File: src/rtl/mmio_uart_pkg.sv
// Shared constants for mmio_uart: bus addresses, status bit positions and TX FSM states.
package mmio_uart_pkg;

  localparam logic [7:0] ADR_TXD  = 8'hF0;
  localparam logic [7:0] ADR_STAT = 8'hF1;

  localparam int STAT_FULL  = 0;
  localparam int STAT_EMPTY = 1;
  localparam int STAT_BUSY  = 2;
  localparam int STAT_OVF   = 3;

  typedef enum logic [1:0] {
    TX_IDLE,
    TX_START,
    TX_DATA,
    TX_STOP
  } txState_e;

endpackage

File: src/rtl/mmio_uart_sync_fifo.sv
// Synchronous show-ahead FIFO; pushes while full and pops while empty are ignored.
module sync_fifo #(
  parameter int WIDTH = 8,
  parameter int DEPTH = 4
) (
  input  logic             clock,
  input  logic             reset,
  input  logic             push,
  input  logic             pop,
  input  logic [WIDTH-1:0] din,
  output logic [WIDTH-1:0] dout,
  output logic             full,
  output logic             empty
);

  localparam int AW = $clog2(DEPTH);

  logic [WIDTH-1:0] mem_q [DEPTH];
  logic [AW-1:0]    wrPtr_q;
  logic [AW-1:0]    rdPtr_q;
  logic [AW:0]      count_q;
  logic             doPush;
  logic             doPop;

  assign full   = (count_q == (AW+1)'(DEPTH));
  assign empty  = (count_q == '0);
  assign doPush = push & ~full;
  assign doPop  = pop & ~empty;
  assign dout   = mem_q[rdPtr_q];

  always_ff @(posedge clock) begin
    if (doPush) begin
      mem_q[wrPtr_q] <= din;
    end
  end

  // Pointers wrap naturally at DEPTH because DEPTH is a power of two.
  always_ff @(posedge clock) begin
    if (reset) begin
      wrPtr_q <= '0;
      rdPtr_q <= '0;
      count_q <= '0;
    end else begin
      if (doPush) wrPtr_q <= wrPtr_q + 1'b1;
      if (doPop)  rdPtr_q <= rdPtr_q + 1'b1;
      case ({doPush, doPop})
        2'b10:   count_q <= count_q + 1'b1;
        2'b01:   count_q <= count_q - 1'b1;
        default: count_q <= count_q;
      endcase
    end
  end

endmodule

File: src/rtl/mmio_uart.sv
// Memory-mapped 8N1 UART transmitter with TX FIFO and registered status read port.
// Define MMIO_UART_OVF_EN to build the sticky overflow flag in status bit 3.
module mmio_uart
  import mmio_uart_pkg::*;
#(
  parameter int FIFO_DEPTH   = 4,
  parameter int CLKS_PER_BIT = 434
) (
  input  logic       clock,
  input  logic       reset,
  input  logic [7:0] adrs,
  input  logic [7:0] data,
  input  logic       wr_en,
  output logic [7:0] q,
  output logic       sel,
  output logic       txd
);

  localparam int TW = (CLKS_PER_BIT > 1) ? $clog2(CLKS_PER_BIT) : 1;
  localparam logic [TW-1:0] TMAX = TW'(CLKS_PER_BIT - 1);

  txState_e     state_q;
  logic [TW-1:0] timer_q;
  logic [2:0]   bitIdx_q;
  logic [7:0]   shift_q;
  logic         txd_q;
  logic [7:0]   q_q, q_d;
  logic         sel_q, sel_d;

  logic       fifoPush, fifoPop, fifoFull, fifoEmpty, ovfBit;
  logic [7:0] fifoDout, status;

  assign fifoPush = wr_en && (adrs == ADR_TXD);
  assign fifoPop  = (state_q == TX_IDLE) && !fifoEmpty;

  sync_fifo #(.WIDTH(8), .DEPTH(FIFO_DEPTH)) u_fifo (
    .clock (clock),
    .reset (reset),
    .push  (fifoPush),
    .pop   (fifoPop),
    .din   (data),
    .dout  (fifoDout),
    .full  (fifoFull),
    .empty (fifoEmpty)
  );

`ifdef MMIO_UART_OVF_EN
  logic ovf_q;

  // q_q[STAT_OVF] is only ever set by a status read that returned ovf=1.
  always_ff @(posedge clock) begin
    if (reset) begin
      ovf_q <= 1'b0;
    end else if (fifoPush && fifoFull) begin
      ovf_q <= 1'b1;
    end else if (q_q[STAT_OVF]) begin
      ovf_q <= 1'b0;
    end
  end

  assign ovfBit = ovf_q;
`else
  assign ovfBit = 1'b0;
`endif

  always_comb begin
    status             = 8'h00;
    status[STAT_FULL]  = fifoFull;
    status[STAT_EMPTY] = fifoEmpty;
    status[STAT_BUSY]  = (state_q != TX_IDLE);
    status[STAT_OVF]   = ovfBit;
    q_d                = 8'h00;
    if (adrs == ADR_STAT) q_d = status;
  end

  assign sel_d = (adrs == ADR_TXD) || (adrs == ADR_STAT);

  always_ff @(posedge clock) begin
    if (reset) begin
      q_q   <= 8'h00;
      sel_q <= 1'b0;
    end else begin
      q_q   <= q_d;
      sel_q <= sel_d;
    end
  end

  // txd is registered: each transition loads the level of the bit that begins next.
  always_ff @(posedge clock) begin
    if (reset) begin
      state_q  <= TX_IDLE;
      timer_q  <= '0;
      bitIdx_q <= '0;
      shift_q  <= '0;
      txd_q    <= 1'b1;
    end else begin
      case (state_q)
        TX_IDLE: begin
          txd_q <= 1'b1;
          if (!fifoEmpty) begin
            shift_q <= fifoDout;
            timer_q <= '0;
            txd_q   <= 1'b0;
            state_q <= TX_START;
          end
        end
        TX_START: begin
          if (timer_q == TMAX) begin
            timer_q  <= '0;
            bitIdx_q <= '0;
            txd_q    <= shift_q[0];
            state_q  <= TX_DATA;
          end else begin
            timer_q <= timer_q + 1'b1;
          end
        end
        TX_DATA: begin
          if (timer_q == TMAX) begin
            timer_q <= '0;
            if (bitIdx_q == 3'd7) begin
              txd_q   <= 1'b1;
              state_q <= TX_STOP;
            end else begin
              shift_q  <= shift_q >> 1;
              txd_q    <= shift_q[1];
              bitIdx_q <= bitIdx_q + 3'd1;
            end
          end else begin
            timer_q <= timer_q + 1'b1;
          end
        end
        TX_STOP: begin
          if (timer_q == TMAX) begin
            timer_q <= '0;
            state_q <= TX_IDLE;
          end else begin
            timer_q <= timer_q + 1'b1;
          end
        end
        default: state_q <= TX_IDLE;
      endcase
    end
  end

  assign q   = q_q;
  assign sel = sel_q;
  assign txd = txd_q;

endmodule

File: config.mk
export PLATFORM = sky130hd
export DESIGN_NAME = mmio_uart
export DESIGN_NICKNAME = d
export VERILOG_FILES = /design/src/rtl/mmio_uart_pkg.sv /design/src/rtl/mmio_uart_sync_fifo.sv /design/src/rtl/mmio_uart.sv
export SDC_FILE = /design/constraint.sdc
export NUM_CORES = 1
export LEC_CHECK = 0
export BUFFER_PORTS_ARGS = -buffer_cell sky130_fd_sc_hd__clkbuf_2
export CORE_ASPECT_RATIO = 1.1
export CORE_MARGIN = 2
export CORE_UTILIZATION = 60
export DETAILED_ROUTE_END_ITERATION = 8
export GPL_TIMING_DRIVEN = 0
export PLACE_DENSITY = 0.83
export SYNTH_ARGS = -nofsm -noshare
export SYNTH_HDL_FRONTEND = slang
export SYNTH_SLANG_ARGS = --single-unit
export TNS_END_PERCENT = 20
File: constraint.sdc
create_clock -name clock -period 4.7 [get_ports clock]
set_input_delay 0.705 -clock clock [delete_from_list [all_inputs] [get_ports clock]]
set_output_delay 0.705 -clock clock [all_outputs]
set_load 0.01 [all_outputs]
==> results.md, run 1 <==
| Step | Result | This run |
|---|---|---|
| outcome | Result of the run | finished, final reports clean |
| floorplan | Number of ports placed on the die boundary | 29 |
| finish | Final-stage net count | 341 |
| worst setup path | Required time worst endpoint | 4970 ps |
| clock tree | Sinks on Clock Net | 68 |
| floorplan | Die X-Extent | 73.8 µm |
| finish | Synth-to-layout area growth | 13.5% |
| job | Count of max-cap constraint violations | 0 |
| synthesis | Sequential fraction of the synthesis area | 0.523 |
| synthesis | Fraction of synthesized area in multiplexers | 0.0965 |
| sta | Worst clock skew | 9.03 ps |
| place | Placed wire-length estimate | 4130 µm |
| sta | Slew HR | 0.480 |
| clock tree | Number of hold-repair buffers added at the cts stage | 0 |
| detailed routing | First-pass iteration count of the detailed router | 4 |
| synthesis | Mapped Cells | 268 |
| worst setup path | Startpoint types | primary input |
| detailed routing | Number of nets with antenna violations after detailed routing | 0 |
| sta | Max Clk Rate | 404 MHz |
| clock tree | Maximum level of the CTS H-tree | 3 |
| floorplan | Standard-cell rows | 27 |
| power and ir drop | Static Leakage | 1.37 nW |
| power and ir drop | Largest vdd supply drop | 0.310 mV |
| synthesis | Number of warnings reported in the yosys synthesis log | 0 |
| synthesis | Area fraction in compound gates after synthesis | 0.0938 |
| global routing | Tot GR Track Use | 0.221 |
| finish | Number of antenna cells inserted | 0 |
| clock tree | Worst-path clk slew | 70 ps |
| power and ir drop | Power density over the cells | 443 mW/mm² |
| detailed routing | Total via count after detailed routing | 2125 |
| clock tree | CTS root buffer | clkbuf_8 |
| sta | Unrepaired setup endpoints after global routing | no |
| global routing | Sum of overflow across all layers after global routing | 0 |
| synthesis | Main combinational cell family by area after synthesis | simple AND/OR/NAND/NOR gates |
| synthesis | Post-synthesis share of cell area spent on xor and xnor gates | 0.0163 |
| worst setup path | R2R depth | 11 |
| global routing | Via count of the first global-routing pass | 2091 |
| worst setup path | Library cell contributing the largest single delay on the critical path | nor4_1 |
| power and ir drop | Tot Pwr | 1.62 mW |
| worst hold path | Type of the tightest min-delay check | reg -> reg |
| synthesis | Mean Syn Cell Area | 12.0 µm² |
| worst setup path | Critical path depth in cells | 11 |
| detailed routing | Number of DRC markers after the initial detailed-route iteration | 94 |
| global routing | Global-route wire length before repair | 9680 µm |
| synthesis | Share of flip-flops with an asynchronous set or reset after synthesis | 0 |
| finish | Proportion of layout cells with a drive suffix above 1 | 0.238 |
| worst setup path | Crit-path max FO | 7 |
| clock tree | Worst-case clock buffer depth | 2 |
| worst setup path | Arrival time worst endpoint | 2750 ps |
| place | Number of port buffers | 23 |
| worst setup path | Most prevalent standard cell on the critical path | inv_1 |
| place | Last weighted congestion value of the routability-driven placer | 0.879 |
| sta | Share of the clock period used by the worst path after layout | 0.526 |
| sta | Hold violation total from the final report | 0 |
| synthesis | Unique cell type count in the Yosys netlist | 53 |
| sta | Clock period minus final worst setup slack | 2470 ps |
| worst setup path | Top delay family on crit path | simple AND/OR/NAND/NOR gates |
| place | Cell area reported after detailed placement | 0.00343 mm² |
| worst setup path | Cells traversed along the worst timing path | clkbuf_2, nor4_1, and4b_1, clkbuf_1, inv_1, ha_1, inv_1, fa_1, xor2_1, or3_1, a21oi_1 |
| synthesis | Simple-gate portion of the synthesized area | 0.143 |
| clock tree | Number of buffers added by the clock tree synthesis step | 9 |
| floorplan | Overall die area | 0.00596 mm² |
| worst setup path | Crit Path Class | in -> reg |
| synthesis | Adder and majority gate portion of the synthesized area | 0.0646 |
| floorplan | Initial core utilization | 0.630 |
| worst setup path | Kind of capture point of the worst setup path | flop |
| detailed routing | Average routed wire per standard cell | 15.2 µm |
| worst setup path | Longest individual stage delay on the worst path | 380 ps |
| finish | Post-route cell area | 0.00365 mm² |
| sta | Summed negative setup slack over all endpoints | 0 ps |
| synthesis | Dominant synthesized flop cell | dfxtp_1 |
| global routing | Largest net degree at the start of global routing | 13 |
| sta | Actual slew at the worst max-slew pin | 769 ps |
| sta | Final-report max-slew violation count | 0 |
| synthesis | Number of enable-type register cells in the synthesized netlist | 32 |
| worst hold path | Instance count along the most critical hold path | 2 |
| sta | Setup-failing EPs final | 0 |
| global routing | Number of antenna violations at the first check in global routing | 0 |
| worst setup path | Number of buffer and inverter instances along the worst setup path | 4 |
| clock tree | Quantity of gates resized following cts | 0 |
| detailed routing | Routed Wire Length | 5820 µm |
| clock tree | Post-CTS Setup Bufs | 0 |
| synthesis | Synthesis-stage register bit count | 68 |
| detailed routing | DRC violations left | 0 |
| synthesis | Summed instance area of the synthesized netlist | 0.00321 mm² |
| floorplan | Placeable core region | 0.00510 mm² |
| worst setup path | Worst R2R Setup Slack | 2350 ps |
| clock tree | Clock latency on the worst-skew pair | 350 ps |
| floorplan | Die Y | 80.8 µm |
| clock tree | Clock tree from TritonCTS | yes |
| detailed routing | Avg Vias per Cell | 5.55 |
## cells in the mapped netlist (all sizes together) (2+ instances only)
master,number,area share
dfxtp,36,0.22
edfxtp,32,0.30
nor2,25,0.029
inv,18,0.021
a21oi,16,0.027
ha,15,0.058
buf,12,0.032
nand3,9,0.014
a311oi,8,0.026
mux2,8,0.028
mux4,8,0.056
nand2,8,0.0093
clkbuf,7,0.0082
o21ai,7,0.011
and2,6,0.012
xor2,5,0.014
mux2i,4,0.012
nand2b,4,0.0078
nor2b,4,0.0078
nand3b,3,0.011
nand4,3,0.011
a211oi,2,0.0047
a31oi,2,0.0039
and4b,2,0.0062
nand4b,2,0.0055
nand4bb,2,0.0070
or3,2,0.0039
## through the flow
stage	setup slack, ps	hold WS [ps]	std cells	utilization
3_3_place_gp	1950	452	367	0.673
6_report	2230	475	383	0.715
3_5_place_dp	1860	464	367	0.673
4_1_cts	2220	476	383	0.715
2_1_floorplan	2210	439	272	-
5_1_grt	1990	493	383	0.715
## sequential cells by signal, indices dropped and copies added, names as in the netlist, named ones only
name	flops
u_fifo.mem_q	32
state_q	2
u_fifo.rdPtr_q	2
u_fifo.wrPtr_q	2
timer_q	9
shift_q	8
u_fifo.count_q	3
sel	1
txd	1
q	3
bitIdx_q	3
## kinds of logic (layout without fill, tap and decap cells)
kind of cell / after synthesis / in the layout
and+or+nand+nor: 77 / 77
DFF: 68 / 68
AOI/OAI and AO/OA: 43 / 43
buffers and inverters: 37 / 76
muxes: 20 / 20
adders and majority gates: 16 / 16
xor gates and xnor gates: 6 / 6
other: 1 / 5
## layer usage
metal	wire, µm	share of wire	up-vias	GRT usage
met5	0	0	-	0
met4	170	0.029	0	0.118
met3	241	0.041	21	0.0558
met2	2990	0.51	66	0.369
met1	2410	0.41	1000	0.262
li1	-	-	1038	-
## path summary, 6_finish.rpt
check | from | to
worst min register to register | bitIdx_q[2]$_SDFFE_PP0P_ | bitIdx_q[2]$_SDFFE_PP0P_
worst min-delay path | bitIdx_q[2]$_SDFFE_PP0P_ | bitIdx_q[2]$_SDFFE_PP0P_
worst max register to register | u_fifo.count_q[0]$_SDFFE_PP0P_ | u_fifo.count_q[2]$_SDFFE_PP0P_
worst max-delay path | adrs[1] | u_fifo.count_q[2]$_SDFFE_PP0P_
## layout make-up
cell class              instances  area (µm²)
clock buffers                   9         124
clock inverters                 7        91.3
well taps                      72        90.1
flip-flops and latches         68        1680
repair buffers                 23         115
multi-input cells             167        1350
fillers                       359        1450
plain buffers                  19         130
inverters                      18        67.6
## worst reg2reg max path, delay by kind of cell, from the launching register on
family          cells  cell delay, ps
buf+inv             4             460
fa+ha+maj           2             570
flops               1             360
compound gates      1             130
simple gates        3             620
xor+xnor            1             160
## cell usage in the layout (no fill, tap or decap), types with 3 or more instances in the layout
cell	synthesis	final
dfxtp_1	36	36
edfxtp_1	32	32
nor2_1	25	25
clkbuf_2	0	23
inv_1	18	18
ha_1	15	15
a21oi_1	14	14
nand3_1	9	9
clkbuf_8	0	9
nand2_1	8	8
mux4_2	8	8
mux2_2	8	8
clkbuf_1	7	7
o21ai_0	7	7
and2_1	6	6
a311oi_1	6	6
xor2_1	5	5
buf_4	5	5
conb_1	1	5
nor2b_1	4	4
nand2b_1	4	4
mux2i_1	4	4
buf_6	3	3
clkinvlp_4	0	3
## report_power, final
part | leakage, nW | switching [mW] | total (mW) | internal, mW
registers | 0.579 | 0.0361 | 0.704 | 0.668
logic | 0.696 | 0.212 | 0.388 | 0.177
clock network | 0.0989 | 0.229 | 0.525 | 0.295
total | 1.37 | 0.477 | 1.62 | 1.14
No activity file was read; power rests on OpenSTA's default activity.
==> inputs of run 2 (changes only) <==
--- a/config.mk
+++ b/config.mk
@@ -5,13 +5,14 @@
 export SDC_FILE = /design/constraint.sdc
 export NUM_CORES = 1
 export LEC_CHECK = 0
+export ABC_AREA = 1
 export BUFFER_PORTS_ARGS = -buffer_cell sky130_fd_sc_hd__clkbuf_2
 export CORE_ASPECT_RATIO = 1.1
 export CORE_MARGIN = 2
-export CORE_UTILIZATION = 60
+export CORE_UTILIZATION = 59
 export DETAILED_ROUTE_END_ITERATION = 8
 export GPL_TIMING_DRIVEN = 0
-export PLACE_DENSITY = 0.83
+export PLACE_DENSITY = 0.82
 export SYNTH_ARGS = -nofsm -noshare
 export SYNTH_HDL_FRONTEND = slang
 export SYNTH_SLANG_ARGS = --single-unit
==> constraint.sdc (replaced) <==
create_clock -name clock -period 2.43 [get_ports clock]
set_input_delay 0.3645 -clock clock [delete_from_list [all_inputs] [get_ports clock]]
set_output_delay 0.3645 -clock clock [all_outputs]
set_load 0.01 [all_outputs]
==> run 2 against run 1 <==
Net effect: setup slack got worse by 2000 ps; design area rose by 4.3%; wire length rose by 11%; die area rose by 6.4%; critical path type is now reg -> reg; critical endpoint unchanged; largest cell class unchanged; highest routed layer unchanged.
==> results.md, run 2 <==
| Step | Result | This run |
|---|---|---|
| clock tree | Number of buffers added by the clock tree synthesis step | 9 |
| worst setup path | Crit-path max FO | 5 |
| worst setup path | Kind of capture point of the worst setup path | flop |
| global routing | Number of antenna violations at the first check in global routing | 0 |
| clock tree | Worst-path clk slew | 70 ps |
| synthesis | Synth top cells by count | nand2_1 (143), inv_1 (66), nor2_1 (42) |
| finish | Leading cell types in the layout, fill and taps excluded | nand2_1 (143), inv_1 (66), nor2_1 (41) |
| synthesis | Dominant synthesized flop cell | dfxtp_1 |
| detailed routing | Top layer in use | met4 |
| place | Last weighted congestion value of the routability-driven placer | 0.876 |
| sta | Actual slew at the worst max-slew pin | 801 ps |
| synthesis | Number of enable-type register cells in the synthesized netlist | 32 |
| finish | Total of fill cells in the finished design | 446 |
| sta | Worst clock skew | 8.66 ps |
| finish | Regs by FF count | u_fifo.mem_q: 32 flops, timer_q: 9 flops, shift_q: 8 flops |
| synthesis | Summed instance area of the synthesized netlist | 0.00337 mm² |
| floorplan | Number of ports placed on the die boundary | 29 |
| global routing | Tot GR Track Use | 0.217 |
| outcome | Result of the run | finished, final reports clean |
| worst setup path | Arrival time worst endpoint | 2440 ps |
| finish | Count of placed standard cells in the final layout, fillers left out | 545 |
| detailed routing | Met3 WL | 327 µm |
| clock tree | Clock latency on the worst-skew pair | 340 ps |
| global routing | Global-route wire length before repair | 10900 µm |
| detailed routing | First-pass iteration count of the detailed router | 4 |
| place | Placed wire-length estimate | 4500 µm |
| synthesis | Unique cell type count in the Yosys netlist | 30 |
| floorplan | Placeable core region | 0.00547 mm² |
| clock tree | Maximum level of the CTS H-tree | 3 |
| clock tree | Worst-case clock buffer depth | 2 |
| power and ir drop | Tot Pwr | 3.65 mW |
| detailed routing | Detailed-route wire length on metal 1 | 2700 µm |
| detailed routing | Total via count after detailed routing | 2693 |
| floorplan | Overall die area | 0.00634 mm² |
| detailed routing | DRC violations left | 0 |
| sta | Setup slack of the critical path after layout | 218 ps |
| finish | Number of antenna cells inserted | 0 |
| global routing | Via count of the first global-routing pass | 2584 |
| synthesis | Mean Syn Cell Area | 7.88 µm² |
| sta | Setup-failing EPs final | 0 |
| clock tree | Clock tree from TritonCTS | yes |
| synthesis | Share of flip-flops with an asynchronous set or reset after synthesis | 0 |
| synthesis | Largest cells by area after synthesis | edfxtp_1 (28%), dfxtp_1 (21%), nand2_1 (16%) |
| detailed routing | Number of nets with antenna violations after detailed routing | 0 |
| synthesis | Mapped Cells | 428 |
| worst setup path | R2R depth | 11 |
| sta | Max Clk Rate | 452 MHz |
| detailed routing | Number of DRC markers after the initial detailed-route iteration | 153 |
| detailed routing | Met2 wire len | 3270 µm |
| synthesis | Sequential fraction of the synthesis area | 0.499 |
| finish | Final core occ | 0.696 |
| finish | Leading cell type in the layout, fill and taps excluded | nand2_1 |
| detailed routing | Routed Wire Length | 6450 µm |
| worst setup path | Crit Path Class | reg -> reg |
| worst setup path | Startpoint types | flop |
| floorplan | Initial core utilization | 0.617 |
| detailed routing | Average routed wire per standard cell | 11.8 µm |
| sta | Unrepaired setup endpoints after global routing | no |
| finish | Proportion of layout cells with a drive suffix above 1 | 0.126 |
| place | Number of port buffers | 22 |
| clock tree | Sinks on Clock Net | 68 |
| sta | Clock period minus final worst setup slack | 2210 ps |
| synthesis | Most frequent cell after synthesis | nand2_1 |
| detailed routing | Avg Vias per Cell | 4.94 |
| power and ir drop | Static Leakage | 1.80 nW |
| worst hold path | Instance count along the most critical hold path | 1 |
| worst hold path | Type of the tightest min-delay check | in -> reg |
| sta | Slew HR | 0.464 |
| floorplan | Standard-cell rows | 28 |
| sta | Worst hold slack across all endpoints | 240 ps |
| finish | Synth-to-layout area growth | 12.8% |
| place | Post-Place Setup Slack | -15.5 ps |
| synthesis | Number of warnings reported in the yosys synthesis log | 0 |
| place | Dpl cells | 529 |
| finish | Biggest register | u_fifo.mem_q |
| power and ir drop | Largest vdd supply drop | 0.635 mV |
| synthesis | Synthesis-stage register bit count | 68 |
| job | Count of max-cap constraint violations | 0 |
| global routing | Largest net degree at the start of global routing | 12 |
| sta | Hold violation total from the final report | 0 |
| finish | Max FFs per register | 32 |
| global routing | Sum of overflow across all layers after global routing | 0 |
| synthesis | Area fraction of the dominant cell type after synthesis | 0.285 |
| finish | Final-stage net count | 500 |
| sta | Final-report max-slew violation count | 0 |
| floorplan | Die Y | 83.3 µm |
| worst setup path | Required time worst endpoint | 2660 ps |
| sta | Share of the clock period used by the worst path after layout | 0.910 |
| floorplan | Die X-Extent | 76.1 µm |
| clock tree | Number of hold-repair buffers added at the cts stage | 0 |
| power and ir drop | Power density over the cells | 958 mW/mm² |
| synthesis | Cell type with the highest aggregate area in the netlist | edfxtp_1 |
| clock tree | CTS root buffer | clkbuf_8 |
-- run 2: cell types whose count changed after synthesis, moves of 8 or more --
| cell | previous run | this run |
|---|---|---|
| mux4_2 | 8 | 0 |
| mux2_2 | 8 | 0 |
| nand3_1 | 9 | 20 |
| nor2_1 | 25 | 42 |
| a21oi_1 | 14 | 23 |
| inv_1 | 18 | 66 |
| o21ai_0 | 7 | 15 |
| nand2_1 | 8 | 143 |
-- run 2: final timing paths --
| kind | from | to | slack (ps) |
|---|---|---|---|
| setup / recovery | state_q[0]$_SDFFE_PP0P_ | u_fifo.count_q[2]$_SDFFE_PP0P_ | 220 |
| hold / removal | data[7] | u_fifo.mem_q[3][7]$_DFFE_PP_ | 240 |
| setup reg to reg | state_q[0]$_SDFFE_PP0P_ | u_fifo.count_q[2]$_SDFFE_PP0P_ | 220 |
| hold reg to reg | bitIdx_q[2]$_SDFFE_PP0P_ | bitIdx_q[2]$_SDFFE_PP0P_ | 460 |
-- run 2: repair_timing --
action                                  4_1_cts  5_1_grt
setup buffers                                 0        0
endpoints found under the setup margin        1        1
gates resized for setup                       1        3
-- run 2: critical path: stages (launching register included) --
cell and delay (ps):
dfxtp_1 360, inv_1 160, ha_4 200, inv_1 120
nor2_4 170, ha_1 160, inv_1 60, fa_1 380
a21oi_1 150, o21ai_0 110, o21ai_0 170, a21oi_1 60
-- run 2: power breakdown --
group / switching, mW / internal (mW) / leakage (nW)
Combinational: 0.869 / 0.472 / 1.11
Clock: 0.407 / 0.501 / 0.100
Sequential: 0.0813 / 1.32 / 0.581
Total: 1.36 / 2.29 / 1.80
-- run 2: layer usage --
metal,vias up,global-route usage
li1,1389,-
met1,1212,0.237
met2,76,0.390
met3,16,0.0500
met4,0,0.116
met5,-,0
-- run 2: cell families after synthesis --
kind of cell / after synthesis / share of synthesized area
flip-flops: 68 / 0.499
AO/OA/AOI/OAI: 42 / 0.0653
adder cells (fa/ha/maj): 16 / 0.0616
XOR/XNOR: 2 / 0.00519
buffers and inverters: 84 / 0.109
AND/OR/NAND/NOR: 215 / 0.260
other: 1 / 0.00111
-- run 2: per-stage QoR --
stage / setup TNS, ps / cell area (µm²)
2_1_floorplan: 0 / 3390
3_3_place_gp: 0 / 3590
3_5_place_dp: -15.5 / 3590
4_1_cts: 0 / 3790
5_1_grt: 0 / 3810
6_report: 0 / 3810
-- run 2: final cells by class --
| type | count | area, µm² | area share |
|---|---|---|---|
| plain buffers | 15 | 108 | 0.0283 |
| clock buffers | 12 | 145 | 0.0381 |
| clock inverters | 4 | 48.8 | 0.0128 |
| inverters | 69 | 259 | 0.0680 |
| multi-input cells | 280 | 1360 | 0.357 |
| flip-flops and latches | 68 | 1680 | 0.442 |
| well taps | 75 | 93.8 | 0.0247 |
| repair buffers | 22 | 110 | 0.0289 |
